$ cat src/rtl/alu_ctrl_pkg.sv
// rtl/alu_ctrl_pkg.sv - opcode constants, FSM state type and opcode-legal check for the ALU arbiter
package alu_ctrl_pkg;

    localparam logic [4:0] OP_AND  = 5'b00000;
    localparam logic [4:0] OP_OR   = 5'b00001;
    localparam logic [4:0] OP_ADD  = 5'b00010;
    localparam logic [4:0] OP_SUB  = 5'b01110;
    localparam logic [4:0] OP_SLT  = 5'b01111;
    localparam logic [4:0] OP_NOR  = 5'b11000;
    localparam logic [4:0] OP_NAND = 5'b11001;

    typedef enum logic [1:0] {
        IDLE = 2'd0,
        EXEC = 2'd1,
        RESP = 2'd2
    } state_t;

    function automatic logic op_legal(input logic [4:0] op);
        case (op)
            OP_AND, OP_OR, OP_ADD, OP_SUB, OP_SLT, OP_NOR, OP_NAND: op_legal = 1'b1;
            default:                                                op_legal = 1'b0;
        endcase
    endfunction

endpackage

$ cat src/rtl/ALU32.sv
// rtl/ALU32.sv - 32-bit combinational ALU
module ALU32
    import alu_ctrl_pkg::*;
(
    input  logic [31:0] A,
    input  logic [4:0]  alu_op,
    input  logic [31:0] B,
    output logic [31:0] S
);

    always_comb begin
        S = 32'h0000_0000;
        case (alu_op)
            OP_AND:  S = A & B;
            OP_OR:   S = A | B;
            OP_ADD:  S = A + B;
            OP_SUB:  S = A - B;
            OP_SLT:  S = {31'd0, $signed(A) < $signed(B)};
            OP_NOR:  S = ~(A | B);
            OP_NAND: S = ~(A & B);
            default: S = 32'h0000_0000;
        endcase
    end

endmodule

$ cat src/rtl/rr_arb2.sv
// rtl/rr_arb2.sv - two-way round-robin grant, pointer decides only when both request
module rr_arb2 (
    input  logic [1:0] req,
    input  logic       ptr,
    output logic [1:0] gnt
);

    always_comb begin
        gnt = req;
        if (req == 2'b11) begin
            gnt = ptr ? 2'b10 : 2'b01;
        end
    end

endmodule

$ cat src/rtl/alu_arbiter.sv
// rtl/alu_arbiter.sv - shares one ALU32 between two requesters with round-robin arbitration
module alu_arbiter
    import alu_ctrl_pkg::*;
#(
    parameter logic [31:0] ILLEGAL_RESULT = 32'h0000_0000
) (
    input  logic        clk,
    input  logic        rst,
    input  logic [1:0]  req_valid,
    output logic [1:0]  req_ready,
    input  logic [31:0] req_a0,
    input  logic [31:0] req_b0,
    input  logic [31:0] req_a1,
    input  logic [31:0] req_b1,
    input  logic [4:0]  req_op0,
    input  logic [4:0]  req_op1,
    output logic [1:0]  rsp_valid,
    input  logic [1:0]  rsp_ready,
    output logic [31:0] rsp_data,
    output logic        rsp_err
);

    state_t      state;
    logic        ptr;
    logic        id_q;
    logic [31:0] a_q;
    logic [31:0] b_q;
    logic [4:0]  op_q;
    logic [1:0]  gnt;
    logic [31:0] alu_s;

    rr_arb2 u_arb (
        .req (req_valid),
        .ptr (ptr),
        .gnt (gnt)
    );

    ALU32 u_alu (
        .A      (a_q),
        .alu_op (op_q),
        .B      (b_q),
        .S      (alu_s)
    );

    assign req_ready = (state == IDLE && !rst) ? gnt : 2'b00;

    always_ff @(posedge clk or posedge rst) begin
        if (rst) begin
            state     <= IDLE;
            ptr       <= 1'b0;
            id_q      <= 1'b0;
            a_q       <= 32'h0000_0000;
            b_q       <= 32'h0000_0000;
            op_q      <= 5'b00000;
            rsp_valid <= 2'b00;
            rsp_data  <= 32'h0000_0000;
            rsp_err   <= 1'b0;
        end else begin
            case (state)
                IDLE: begin
                    if (gnt != 2'b00) begin
                        a_q   <= gnt[1] ? req_a1  : req_a0;
                        b_q   <= gnt[1] ? req_b1  : req_b0;
                        op_q  <= gnt[1] ? req_op1 : req_op0;
                        id_q  <= gnt[1];
                        // Pointer advances only on a contested grant; a lone requester leaves it alone
                        if (req_valid == 2'b11) begin
                            ptr <= gnt[0];
                        end
                        state <= EXEC;
                    end
                end
                EXEC: begin
                    rsp_data  <= op_legal(op_q) ? alu_s : ILLEGAL_RESULT;
                    rsp_err   <= !op_legal(op_q);
                    rsp_valid <= id_q ? 2'b10 : 2'b01;
                    state     <= RESP;
                end
                RESP: begin
                    if (rsp_ready[id_q]) begin
                        rsp_valid <= 2'b00;
                        state     <= IDLE;
                    end
                end
                default: state <= IDLE;
            endcase
        end
    end

endmodule

$ cat config.mk
export PLATFORM = sky130hd
export DESIGN_NAME = alu_arbiter
export DESIGN_NICKNAME = d
export VERILOG_FILES = /design/src/rtl/alu_ctrl_pkg.sv /design/src/rtl/ALU32.sv /design/src/rtl/rr_arb2.sv /design/src/rtl/alu_arbiter.sv
export SDC_FILE = /design/constraint.sdc
export NUM_CORES = 1
export LEC_CHECK = 0
export CAP_MARGIN = 15
export CORE_MARGIN = 8
export CORE_UTILIZATION = 50
export DETAILED_ROUTE_END_ITERATION = 8
export PLACE_DENSITY = 0.74
export SYNTH_ARGS = -nofsm -noshare
export SYNTH_HDL_FRONTEND = slang
export SYNTH_SLANG_ARGS = --single-unit
$ cat constraint.sdc
create_clock -name clk -period 5.85 [get_ports clk]
set_input_delay 1.17 -clock clk [delete_from_list [all_inputs] [get_ports clk]]
set_output_delay 1.17 -clock clk [all_outputs]
set_load 0.01 [all_outputs]
# After elaboration in Yosys (flattened, before gate mapping)
# Index checks and enable logic that the tools add are counted.
# op_classes
addsub,2
n_lt_le_gt_ge,2
n_eq_ne,11
muxes,17
bitwise,4
reduce_logical,12
# op_table
operator,n
one-hot mux 32 bit (7 select lines),1
2-to-1 mux 32 bit,3
NOT 32 bit,2
adder 32 bit,1
bitwise AND 32 bit,1
less-than comparator 32 bit,1
bitwise OR 32 bit,1
subtractor 32 bit,1
2-to-1 mux 2 bit,6
equality test 5 x 4 -> 1 bit (second input constant),2
equality test 5 bit (second input constant),2
OR reduction 7 bit,1
one-hot mux 2 bit (3 select lines),1
AND reduction 2 bit,3
equality test 5 x 1 -> 1 bit (second input constant),1
equality test 5 x 2 -> 1 bit (second input constant),1
logical NOT 5 bit,1
2-to-1 mux 5 bit,1
equality test 2 bit (second input constant),2
2-to-1 mux 1 bit,4
one-hot mux 2 bit (2 select lines),1
nonzero test 2 bit,2
AND reduction 3 bit,1
equality test 2 x 1 -> 1 bit (second input constant),1
6 further kinds,7
# totals
ff_bits,108
in_bits,144
out_inout_bits,37
word_cells,57

# Longest topological paths before layout
# Gate-level depths: netlist of run 1.
# depth
depth_word,5
ltp_mapped,13

# Modules after synthesis
# Synthesis of run 1 repeated with hierarchy kept, for this count alone.
# hier_totals
hier_cells,1210
area_unflattened_um2,10633.9
# by_module_without_submodules
module,n_inst,cells_each,area_per_inst_um2,seq_area_each_um2
ALU32,1,794,5323.9,0.0
alu_arbiter,1,413,5291.3,2702.6
rr_arb2,1,3,18.8,0.0

# Worst setup path before layout of run 1
# Ideal clock, no wire load.
# synth_path
path_type,input to output
start,in rst
end,out req_ready[0]
arrival_ps,3956
required_time_ps,4680
setup_slack_ps,724
stages,2
n_path_buf,0
path_cell_list,inv_1 -> and4_1
# synth_via
elab_chain_len,3
# synth_lines
element,line,source
start: declaration,alu_arbiter.sv:8,"input logic rst,"
logical NOT 1 bit (no source line),--,
logical AND 1 bit,alu_arbiter.sv:45,assign req_ready = (state == IDLE && !rst) ? gnt : 2'b00;
2-to-1 mux 2 bit,alu_arbiter.sv:45,
end: declaration,alu_arbiter.sv:10,"output logic [1:0] req_ready,"
# Every way passes these cells.

# Worst setup path in the final report of run 1
# Same ends and word-level chain as after synthesis.

==> results of run 1 <==
cells in the final DEF, fill, tap and decap left out, drive strengths merged, types with 15 or more instances in the layout:
cell type	instances
nand3	27
a221oi	19
a21oi	177
nor3	21
a21o	16
nor2	164
a211oi	21
mux2i	75
o211ai	15
inv	100
dfrtp	108
nand2	92
ha	105
or3	16
o21ai	66
clkdlybuf4s50	180
tightest hold or removal path: stages (launching register included):
cell and delay, ns:
sky130_fd_sc_hd__dfrtp_1 0.35, sky130_fd_sc_hd__nand2_1 0.05, sky130_fd_sc_hd__o21ai_0 0.06
path summary, 6_finish.rpt:
kind | startpoint | end | slack (ns) | cells past startpoint
worst min-delay path | rsp_data[16] | rsp_data[16] | 0.48 | 2
max in group asynchronous | rst | rsp_data[17] | 3.31 | 3
min in group asynchronous | rst | b_q[2] | 1.21 | 2
worst max register to register | a_q[13] | rsp_data[31] | 2.38 | 11
worst min register to register | rsp_data[16] | rsp_data[16] | 0.48 | 2
worst max-delay path | rst | req_ready[0] | 1.85 | 4
stage by stage:
stage                     instances  utilization (%)  cell area, um^2  setup WS [ns]  total power, mW
after floorplan                1282                -            10100          0.724             5.16
after global placement         1659             59.9            12000           1.83             6.38
after detailed placement       1659             59.9            12000           1.82             6.47
after CTS                      1674             61.3            12300           1.81             7.13
after global routing           1674             61.3            12300           1.71             7.81
final                          1674             61.3            12300           1.85             7.20
logic make-up (layout without fill, tap and decap cells):
logic type	count (synthesis)	count (layout)	synth area share (%)
AOI/OAI and AO/OA	429	429	27.8
xor gates and xnor gates	3	3	0.260
adders and majority gates	107	107	13.4
buffers and inverters	184	306	7.51
DFF	108	108	26.7
muxes	77	77	7.65
and+or+nand+nor	374	374	16.6
power groups by stage:
stage / clock (mW) / combinational, mW / sequential, mW
global route: 0.669 / 5.65 / 1.49
finish: 0.630 / 5.14 / 1.43
detailed placement: 0 / 5.02 / 1.45
global placement: 0 / 4.95 / 1.43
CTS: 0.639 / 5.06 / 1.43
floorplan: 0 / 3.80 / 1.36
flip-flops by register name, indices dropped and copies added (netlist names):
name and count:
a_q 32, b_q 32, rsp_data 32, op_q 5, rsp_valid 2, state 2
id_q 1, ptr 1, rsp_err 1
routing by layer:
| metal | wire, um | vias to the layer above |
|---|---|---|
| met2 | 15600 | 370 |
| met1 | 12600 | 4778 |
| li1 | - | 4812 |
| met3 | 1930 | 70 |
| met5 | 0 | - |
| met4 | 948 | 0 |
final cells by class:
cell class	instances	area, um^2	area share [%]
Inverter	98	370	3.01
Sequential cell	108	2700	22.0
Tap cell	270	338	2.75
Clock inverter	6	62.6	0.509
Clock buffer	9	225	1.83
Timing Repair Buffer	193	1900	15.5
Multi-Input combinational cell	990	6690	54.4
==> flow_results.org, run 1 <==
** Yosys
- Synth area leaders :: sky130_fd_sc_hd__dfrtp_1, sky130_fd_sc_hd__ha_1, sky130_fd_sc_hd__a21oi_1, sky130_fd_sc_hd__mux2i_1, sky130_fd_sc_hd__nor2_1
- The cell area that synthesis handed to floorplanning was 10100 um^2.
- Register area share after synthesis :: a little over a quarter
- The synthesized design contains 0 enable-type register cells.
- The most common cell in the synthesized netlist is sky130_fd_sc_hd__a21oi_1.
- Top cells by count, synth :: sky130_fd_sc_hd__a21oi_1, sky130_fd_sc_hd__nor2_1, sky130_fd_sc_hd__dfrtp_1
- Net Count, Synth :: roughly 1500
- Average size of a mapped cell :: 7.89 um^2
- The synthesized netlist contains 75 unique library cells.
- Cell count after synthesis :: 1282
- The biggest area contributor in the post-synthesis netlist is sky130_fd_sc_hd__dfrtp_1.
- Synthesized flop and latch total :: between 100 and 150
- Async S/R FF share, synth :: 100%
- Most common flop cell mapped by yosys :: sky130_fd_sc_hd__dfrtp_1
- The share of synthesized area in the top cell type comes to around a quarter.
- Count of synthesis-stage warnings from yosys :: 0

** CTS
- TritonCTS created 9 clock buffers.
- Clock tree synthesis selected as its root buffer the cell sky130_fd_sc_hd__clkbuf_16.
- Buffers from clock root to sink, at most :: 2
- Number of gates resized after cts :: 0
- CTS sink cnt :: between 100 and 150
- Clock tree from TritonCTS :: done
- Worst-skew pair later-pin latency :: about 0.37 ns
- For this design, the CTS-stage hold fixing added 0 buffers.
- The H-tree was split into 3 levels.
- After clock tree synthesis, the clock-pin slew on the worst setup and hold paths is approximately 0.07 ns.
- Setup bufs post-CTS :: 0

** Route
- Number of violations reported at the end of detailed-routing iteration 0 :: just under 700
- The first detailed-routing pass took 5 iterations.
- After detailed routing, the number of vias per cell comes to approximately 6.
- Remaining DRCs :: 0
- After detailed routing, the average wire length per cell comes to roughly 19 um.
- Aggregate routed wire length :: a little over 30000 um
- Once detail routing completed, the nets flagged for antenna violations numbered 0.
- Number of vias after detailed routing :: around 10000

** Global route
- Global routing used between 20% and 30% of the available met1 tracks.
- Most heavily used metal layer in global routing :: met2
- Number of global-route vias before repair :: between 9000 and 10000
- The first global-routing pass estimated around 50000 um of wire.
- Pin count of the biggest net entering global routing :: a little under 80
- The initial antenna violation count was 0.
- For this run, the total global-route usage over all layers was measured as about a quarter.
- GR Util met3 :: 4.31%
- Global routing finished with a remaining overflow of 0.
- In the global route stage, met2 resource usage came out at approximately 44%.

** Power
- Per report_power, the clock group accounts for 8.8% of the total.
- Fraction of power consumed by sequential logic :: 19.9%
- Internal power comes to about 3.4 mW.
- The share of total power dissipated in combinational logic is 71.4%.
- Power spread over the standard cell area amounts to approximately 590 nW/um^2.
- Static Leakage :: 5.59 nW
- Proportion of total power due to net switching :: a little over half
- Switching power :: 3.81 mW
- Worst vdd ir :: approximately 270 uV

** STA
- Based on the critical path, the design can be clocked at up to ~250 MHz.
- Slew Limit Headroom :: 28.9%
- The final critical path takes up about 68% of the cycle.
- The worst path in the final design needs a cycle of ~4.0 ns, including I/O delays and setup.
- RSZ-0062 raised after global routing :: no
- Fin Clk Skew :: between 0.01 and 0.015 ns
- Adding up every negative setup slack in the final design gives 0 ns.
- # setup viols final :: 0
- The max-slew violation count was 0.
- At the pin with the least slew margin, the transition time is ~1.1 ns.
- On the final layout, the worst hold slack is 0.484 ns.
- The count of final hold-check violations was 0.

** Setup path
- Walking the worst path, the cells encountered are clkdlybuf4s50_1 -> inv_4 -> and4_1 -> clkdlybuf4s50_1.
- Worst Path Buf+Inv :: 3
- Critical path capture point type :: output pin
- Cell with the most instances on the worst path :: sky130_fd_sc_hd__clkdlybuf4s50_1
- STA puts the critical path data required time at 4.68 ns.
- Among all stages on the critical path, the largest delay is contributed by sky130_fd_sc_hd__clkdlybuf4s50_1.
- The largest single stage delay on the critical path is approximately 0.54 ns.
- Crit path kind :: input pin to output pin
- Data arrives at the worst endpoint at 2.83 ns.
- Worst Path Max Fanout :: 39
- Broken down by cell family, the worst path's largest delay share belongs to buffers and inverters.
- STA classifies the critical path startpoint as an input pin.

** Floorplanning
- Row cnt :: 52
- Top-level port count :: around 180
- In this run the vertical extent of the chip is 158 um.
- After floorplanning, the core was sized to cover roughly 20000 um^2.
- DIE AREA :: 25000 um^2
- Horizontal extent of the die :: 158 um
- Once the floorplan was initialized, standard cells occupied 50.5% of the core.

** Placement
- Last weighted congestion value of the routability-driven placer :: approximately 0.96
- Post-detailed-placement half-perimeter wirelength :: between 20000 and 25000 um
- Input and output buffers added on the ports amount to 180.

** Flow run
- Total of max-cap violations :: 0

** Hold path
- Class of the tightest hold or removal check :: register to register

** Finish
- Fill cells in the final layout number ~1900.
- Area delta synth->final :: 21.5%
- The net count of the finished layout is between 1500 and 2000.
- Fraction of final layout cells with drive strength greater than 1 :: under 10%
- Number of diodes added for antenna fixing :: 0

** Outcome
- The run finished with clean final reports.
Note: power is estimated with default switching activity, not from simulation.
==> run 2: changes to the inputs <==
==> constraint.sdc (replaced) <==
create_clock -name clk -period 4 [get_ports clk]
set_input_delay 0.8 -clock clk [delete_from_list [all_inputs] [get_ports clk]]
set_output_delay 0.8 -clock clk [all_outputs]
set_load 0.01 [all_outputs]
==> flow_results.org, run 2 (synthesized netlist as in run 1, its figures left out) <==
** Outcome
- The flow ran to the end, and the final reports show no timing, DRC or antenna violations.

** CTS
- The clock latency of the later-clocked register in the worst-skew pair came to 0.37 ns (about the same).
- Clock root buffer :: sky130_fd_sc_hd__clkbuf_16
- The clock transition at the registers of the reported paths came to 0.07 ns (about the same).
- The TritonCTS buffer count is 9 (unchanged).
- Buffers from clock root to sink, at most :: 2 (unchanged)
- Clock tree from TritonCTS :: done
- The clock net sink count is 108 (unchanged).
- The H-tree level count is 3 (unchanged).
- The number of gates resized after CTS is 0 (unchanged).
- The number of buffers inserted by post-CTS setup repair was 0 (unchanged).
- The post-cts hold buffer count was 0 (unchanged).

** Finish
- The footprint of the multi-input gates was 6690 um^2 (about the same).
- Commonest cells after routing, fill and taps aside :: sky130_fd_sc_hd__clkdlybuf4s50_1, sky130_fd_sc_hd__a21oi_1, sky130_fd_sc_hd__nor2_1
- Most frequent standard cell in the layout excluding fill and tap cells :: sky130_fd_sc_hd__clkdlybuf4s50_1
- The antenna cell count came to 0 (unchanged).
- Relative to the synthesized area, the layout overhead comes to 22.5%.
- Fill cell total of the finished layout :: 1835 (-2.0%)
- The largest registers in the layout are a_q (32), b_q (32), rsp_data (32).
- Register area :: 2700 um^2 (unchanged)
- The number of nets in the layout is 1658 (+0.42%).
- The non-filler instance count after layout was 1682 (+0.48%).
- Fraction of final layout cells with drive strength greater than 1 :: 4.96% (+0.54 points)

** Power
- Pwr Total :: 10.7 mW (+48%)
- Cell area power density :: 862 nW/um^2 (+47%)
- Static Leakage :: 5.63 nW (+0.73%)
- The worst vdd rail ir drop is 444 uV (+63%).

** Route
- The detailed router's first-iteration violation count was 925 (+35%).
- The post-detailed-route count of antenna-violating nets came to 0 (unchanged).
- Number of vias after detailed routing :: 10067 (+0.37%)
- Average wire per cell in the routed design :: 18.7 um (+0.70%)
- Aggregate routed wire length :: 31400 um (+1.2%)
- Remaining DRCs :: 0 (unchanged)
- Vias per cell :: 5.99 (-0.11%)
- First-pass iteration count of the detailed router :: 6 (+1)

** Floorplanning
- Top-level port count :: 181 (unchanged)
- Starting utilization of the core area :: 50.5% (unchanged)
- The height of the chip was 158 um (unchanged).
- Horizontal extent of the die :: 158 um (unchanged)
- Standard cell core area :: 20000 um^2 (unchanged)
- The count of standard-cell rows is 52 (unchanged).
- The area of the die was 25000 um^2 (unchanged).

** STA
- The final clock skew came to 0.00982 ns (-0.00108 ns).
- Maximum operating frequency :: ~300 MHz
- Final hold vios :: 0 (unchanged)
- In the finished design, the share of the clock period the worst path needs comes to about 82%.
- # setup viols final :: 0 (unchanged)
- The post-route setup TNS was 0 ns (unchanged).
- Slew Limit Headroom :: 29.3% (+0.39 points)
- The clock period could shrink to approximately 3.3 ns.
- RSZ-0062 raised after global routing :: no
- The slew of the pin with the lowest slew margin is 1.06 ns (-0.00329 ns).
- Pins Over Slew Limit :: 0 (unchanged)

** Placement
- The half-perimeter wire length of the detailed placement result is 23100 um (+0.31%).
- Total of buffers placed on input and output ports :: 180 (unchanged)
- The weighted congestion reported at the end of routability-driven placement is 0.984 (+2.5%).
- The count of placed standard cells including taps came to 1666 (+0.42%).

** Setup path
- The required time reported for the critical path endpoint came to 4.20 ns (-0.48 ns).
- Worst Path Max Fanout :: 9 (-77%)
- The critical path goes through inv_1 -> ha_1 -> inv_1 -> a221oi_1 -> o41ai_2 -> a211oi_2 -> o31ai_1 -> a21oi_1 -> mux2i_1 -> a2111oi_0 -> o21ai_0.
- In this design, the largest share of critical-path delay is due to compound AO/OA/AOI/OAI gates.
- STA classifies the critical path startpoint as a register.
- Worst EP arrival :: 3.49 ns (+0.66 ns)
- Critical path capture point type :: register
- Crit path kind :: register to register
- The slowest stage of the critical path is the sky130_fd_sc_hd__a2111oi_0 cell.
- Peak per-stage delay on the critical path :: 0.53 ns (about the same)
- The number of buffers and inverters on the critical path came to 2 (-1).
- The most numerous cell type found on the critical path is sky130_fd_sc_hd__inv_1.

** Global route
- Pin count of the biggest net entering global routing :: 140 (+82%)
- GR Overflow Total :: 0 (unchanged)
- Number of antenna violations at the first check in global routing :: 0 (unchanged)
- Tot GR Track Use :: 25.2% (+0.45 points)
- Wire length of the first global-routing pass :: 50800 um (+1.8%)
- Number of global-route vias before repair :: 9982 (+0.29%)

** Hold path
- The tightest min-delay check is of the register to register type.

** Flow run
- Total of max-cap violations :: 0 (unchanged)
run 2: changes by cell type in the layout (fill, tap and decap cells not counted), moves of 2 or more:
cell                         previous run  this run
sky130_fd_sc_hd__clkinvlp_4             0         2
sky130_fd_sc_hd__buf_4                 13        17
sky130_fd_sc_hd__clkinv_2               3         1
sky130_fd_sc_hd__buf_12                 0         3
sky130_fd_sc_hd__clkbuf_8               0         3
run 2: final timing paths:
kind / startpoint / endpoint / slack (ns) / cells after the start
max reg2reg: a_q[4] / rsp_data[15] / 0.71 / 11
min reg2reg: rsp_data[1] / rsp_data[1] / 0.48 / 2
min in group asynchronous: rst / b_q[1] / 0.95 / 3
max: a_q[4] / rsp_data[15] / 0.71 / 11
min: rsp_data[1] / rsp_data[1] / 0.48 / 2
max in group asynchronous: rst / b_q[18] / 1.67 / 4
run 2: area by class of cell:
cell class                 count  share of cell area, %
inverter                      98                   3.00
timing repair buffer         200                   16.1
clock inverter                 4                  0.242
multi-input combinational    990                   54.0
clock buffer                  12                   2.15
tap                          270                   2.73
sequential                   108                   21.8
run 2: layer usage:
layer / global-route usage, % / up-vias / routed length [um]
met2: 43.8 / 383 / 15600
li1: - / 4836 / -
met1: 31.1 / 4785 / 13100
met3: 4.29 / 63 / 2060
met4: 8.31 / 0 / 678
met5: 0 / - / 0
run 2: worst min-delay path: cells and delay by family, from the launching register on:
family,cells,cell delay [ns]
compound gates,1,0.06
flops,1,0.35
simple gates,1,0.04
run 2: where the power goes:
| group | switching (mW) | internal (mW) |
|---|---|---|
| logic | 4.73 | 2.95 |
| clock network | 0.445 | 0.478 |
| registers | 0.505 | 1.58 |
| total | 5.67 | 5.00 |
run 2: metrics by stage:
stage	hold WS [ns]	util (%)	instance area (um^2)	worst slack, ns
after detailed placement	0.469	60.3	12100	0.746
after global routing	0.514	61.8	12400	0.433
after CTS	0.486	61.8	12400	0.714
final	0.481	61.8	12400	0.712
after floorplan	0.461	-	10100	0.277
after global placement	0.464	60.3	12100	0.835
==> run 3: changes to the inputs <==
--- a/config.mk
+++ b/config.mk
@@ -7,9 +7,9 @@
 export LEC_CHECK = 0
 export CAP_MARGIN = 15
 export CORE_MARGIN = 8
-export CORE_UTILIZATION = 50
+export CORE_UTILIZATION = 49
 export DETAILED_ROUTE_END_ITERATION = 8
-export PLACE_DENSITY = 0.74
+export PLACE_DENSITY = 0.76
 export SYNTH_ARGS = -nofsm -noshare
 export SYNTH_HDL_FRONTEND = slang
 export SYNTH_SLANG_ARGS = --single-unit
==> constraint.sdc (replaced) <==
create_clock -name clk -period 3 [get_ports clk]
set_input_delay 0.6 -clock clk [delete_from_list [all_inputs] [get_ports clk]]
set_output_delay 0.6 -clock clk [all_outputs]
set_load 0.01 [all_outputs]
==> flow_results.org, run 3 (synthesized netlist as in run 1, its figures left out) <==
** Finish
- The number of nets in the layout came to 1776 (+7.1%).
- Commonest cells after routing, fill and taps aside :: sky130_fd_sc_hd__clkdlybuf4s50_1, sky130_fd_sc_hd__a21oi_1, sky130_fd_sc_hd__nor2_1
- The largest registers in the layout are a_q (32), b_q (32), rsp_data (32).
- Area delta synth->final :: 34.8%
- Leaving out fill and tap cells, the most frequent cell in the layout is sky130_fd_sc_hd__clkdlybuf4s50_1.
- The non-filler instance count after layout was 1800 (+7.0%).
- The antenna cell count is 0 (unchanged).
- Fill cell total of the finished layout :: 1710 (-6.8%)
- The final core area utilization is 67.4% (+5.5 points).
- Fraction of final layout cells with drive strength greater than 1 :: 15.8% (+11 points)

** CTS
- TritonCTS built the clock tree.
- Clock-pin slew on the worst setup and hold paths :: 0.08 ns (about the same)
- CTS placed an instance of sky130_fd_sc_hd__clkbuf_16 at the clock tree root.
- Worst-skew pair later-pin latency :: 0.37 ns (about the same)
- The H-tree level count came to 3 (unchanged).
- The post-cts hold buffer count was 0 (unchanged).
- Buffers from clock root to sink, at most :: 2 (unchanged)
- The TritonCTS buffer count was 9 (unchanged).
- The clock net sink count came to 108 (unchanged).

** Placement
- The worst setup timing slack at the placement stage is -0.0917 ns (-0.837 ns).
- Total of buffers placed on input and output ports :: 180 (unchanged)
- The count of placed standard cells including taps is 1770 (+6.2%).
- The weighted congestion reported at the end of routability-driven placement is 0.983 (-0.12%).
- Post-detailed-placement half-perimeter wirelength :: 25500 um (+11%)

** Power
- Cell area power density :: 1240 nW/um^2 (+44%)
- Relative contribution of combinational cells to total power :: 76.9% (+5.0 points)
- The reported leakage power came to 6.24 nW (+11%).
- The cell-internal power came to 8.42 mW (+68%).
- The share of total power consumed by net switching came to 50.1% (-3.0 points).
- Switching power :: 8.47 mW (+49%)
- The clock network fraction of total power is 7.6% (-1.0 points).
- The part of the power in registers came to 15.5% (-4.0 points).
- Worst vdd ir :: 1050 uV (+140%)

** Route
- The mean routed wirelength per cell is 18.8 um (+0.55%).
- First-pass iteration count of the detailed router :: 5 (-1)
- Aggregate routed wire length :: 33800 um (+7.6%)
- The number of vias in the routed layout is 10642 (+5.7%).
- The post-detailed-route count of antenna-violating nets came to 0 (unchanged).
- Remaining DRCs :: 0 (unchanged)
- Number of violations reported at the end of detailed-routing iteration 0 :: 777 (-16%)
- The mean number of vias per cell is 5.91 (-1.2%).

** Setup path
- The endpoint arrival time on the critical path came to 3.26 ns (-0.23 ns).
- STA classifies the critical path endpoint as a register.
- The required time reported for the critical path endpoint came to 3.25 ns (-0.95 ns).
- The maximum fanout count along the critical path was 3 (-6).
- Crit path kind :: register to register
- STA classifies the critical path startpoint as a register.

** STA
- Period utilisation layout :: 100% (+18 points)
- Final hold vios :: 0 (unchanged)
- Fin crit period :: 3.01 ns (-0.276 ns)
- The achievable frequency is 332 MHz (+9.2%).
- Actual slew at the worst max-slew pin :: 0.918 ns (-0.143 ns)
- RSZ-0062 raised after global routing :: yes
- The post-route setup TNS is -0.0124 ns (-0.0124 ns).
- Setup slack of the critical path after layout :: -0.0124 ns (-0.724 ns)
- The max-slew violation count is 0 (unchanged).
- The final setup violation count is 1 (+1).
- The worst slew margin relative to its limit was 38.8% (+9.5 points).
- Fin Clk Skew :: 0.00929 ns (-0.000528 ns)

** Floorplanning
- The count of standard-cell rows came to 52 (unchanged).
- The area of the core region came to 20200 um^2 (+0.97%).
- The number of ports placed on the die boundary is 181 (unchanged).
- DIE AREA :: 25500 um^2 (+1.8%)
- The starting utilization of the core area came to 50.0% (-0.49 points).
- The height of the chip was 160 um (+0.91%).
- Horizontal extent of the die :: 160 um (+0.91%)

** Global route
- The total routing resource utilization after global routing came to 25.5% (+0.31 points).
- The largest net degree at the start of global routing came to 73 (-48%).
- Number of global-route vias before repair :: 10573 (+5.9%)
- The initial antenna violation count came to 0 (unchanged).
- GR Overflow Total :: 0 (unchanged)
- Wire length of the first global-routing pass :: 54300 um (+6.8%)

** Outcome
- Violated checks :: negative setup slack
- The flow ran to the end, but the final reports show violations.

** Flow run
- The number of violations of the max-capacitance limit is 0 (unchanged).

** Hold path
- Class of the tightest hold or removal check :: register to register
run 3: cell types whose count changed in the layout (fill, tap and decap cells not counted), moves of 4 or more:
cell | before | now
sky130_fd_sc_hd__buf_4 | 17 | 134
sky130_fd_sc_hd__ha_1 | 105 | 93
sky130_fd_sc_hd__a21oi_1 | 174 | 166
sky130_fd_sc_hd__o21ai_0 | 62 | 54
sky130_fd_sc_hd__ha_4 | 0 | 7
sky130_fd_sc_hd__a21oi_2 | 3 | 9
sky130_fd_sc_hd__o21ai_1 | 2 | 8
sky130_fd_sc_hd__a211oi_1 | 18 | 13
sky130_fd_sc_hd__ha_2 | 0 | 5
sky130_fd_sc_hd__a211oi_2 | 3 | 7
sky130_fd_sc_hd__inv_1 | 96 | 92
sky130_fd_sc_hd__inv_2 | 1 | 5
run 3: layout make-up:
type                       instances  area [um^2]  share of cell area (%)
inverter                          98          372                    2.73
timing repair buffer             318         2890                    21.2
tap                              270          338                    2.48
clock buffer                      10          239                    1.75
sequential                       108         2700                    19.8
clock inverter                     6         68.8                   0.505
multi-input combinational        990         7020                    51.5
run 3: power groups by stage:
stage / clock network, mW / registers (mW) / logic (mW)
floorplan: 0 / 2.66 / 7.41
global placement: 0 / 2.62 / 11.6
detailed placement: 0 / 2.65 / 11.7
CTS: 1.30 / 2.63 / 11.9
global route: 1.34 / 2.72 / 14.1
finish: 1.28 / 2.62 / 13.0
run 3: worst paths after layout:
path,depth (start not counted),slack [ns],startpoint,to
worst max-delay path,14,-0.01,a_q[0],rsp_data[26]
worst min register to register,2,0.48,rsp_data[27],rsp_data[27]
worst min-delay path,2,0.48,rsp_data[27],rsp_data[27]
min in group asynchronous,3,0.95,rst,rsp_valid[1]
worst max register to register,14,-0.01,a_q[0],rsp_data[26]
max in group asynchronous,4,0.96,rst,a_q[16]
run 3: metal layers:
layer	wire (um)	part of all wire, %	GRT usage, %	vias up
met1	13400	40	30.7	5033
li1	-	-	-	5078
met3	2510	7.4	4.52	77
met5	0	0	0	-
met4	865	2.6	8.28	0
met2	17000	50	45.2	454
run 3: worst max-delay path: stages (launching register included):
cell	delay, ns
sky130_fd_sc_hd__dfrtp_1	0.40
sky130_fd_sc_hd__inv_2	0.08
sky130_fd_sc_hd__ha_4	0.13
sky130_fd_sc_hd__inv_2	0.04
sky130_fd_sc_hd__fa_2	0.38
sky130_fd_sc_hd__nand2b_1	0.10
sky130_fd_sc_hd__a21oi_2	0.06
sky130_fd_sc_hd__o211ai_1	0.25
sky130_fd_sc_hd__buf_4	0.20
sky130_fd_sc_hd__a211oi_4	0.07
sky130_fd_sc_hd__or3_4	0.42
sky130_fd_sc_hd__a211o_1	0.34
sky130_fd_sc_hd__a21oi_2	0.18
sky130_fd_sc_hd__o221a_1	0.22
sky130_fd_sc_hd__nor3_2	0.04
run 3: metrics by stage:
stage               power, mW  hold WS [ns]  area [um^2]
floorplan                10.1         0.461        10100
global placement         14.2         0.463        12900
detailed placement       14.3         0.473        12900
CTS                      15.8         0.490        13200
global route             18.2         0.508        13600
finish                   16.9         0.485        13600
run 3: timing repair:
item / 4_1_cts / 5_1_grt
setup buffers: 0 / 14
pin swaps: 2 / 17
gates resized for setup: 11 / 67
endpoints found under the setup margin: 7 / 21
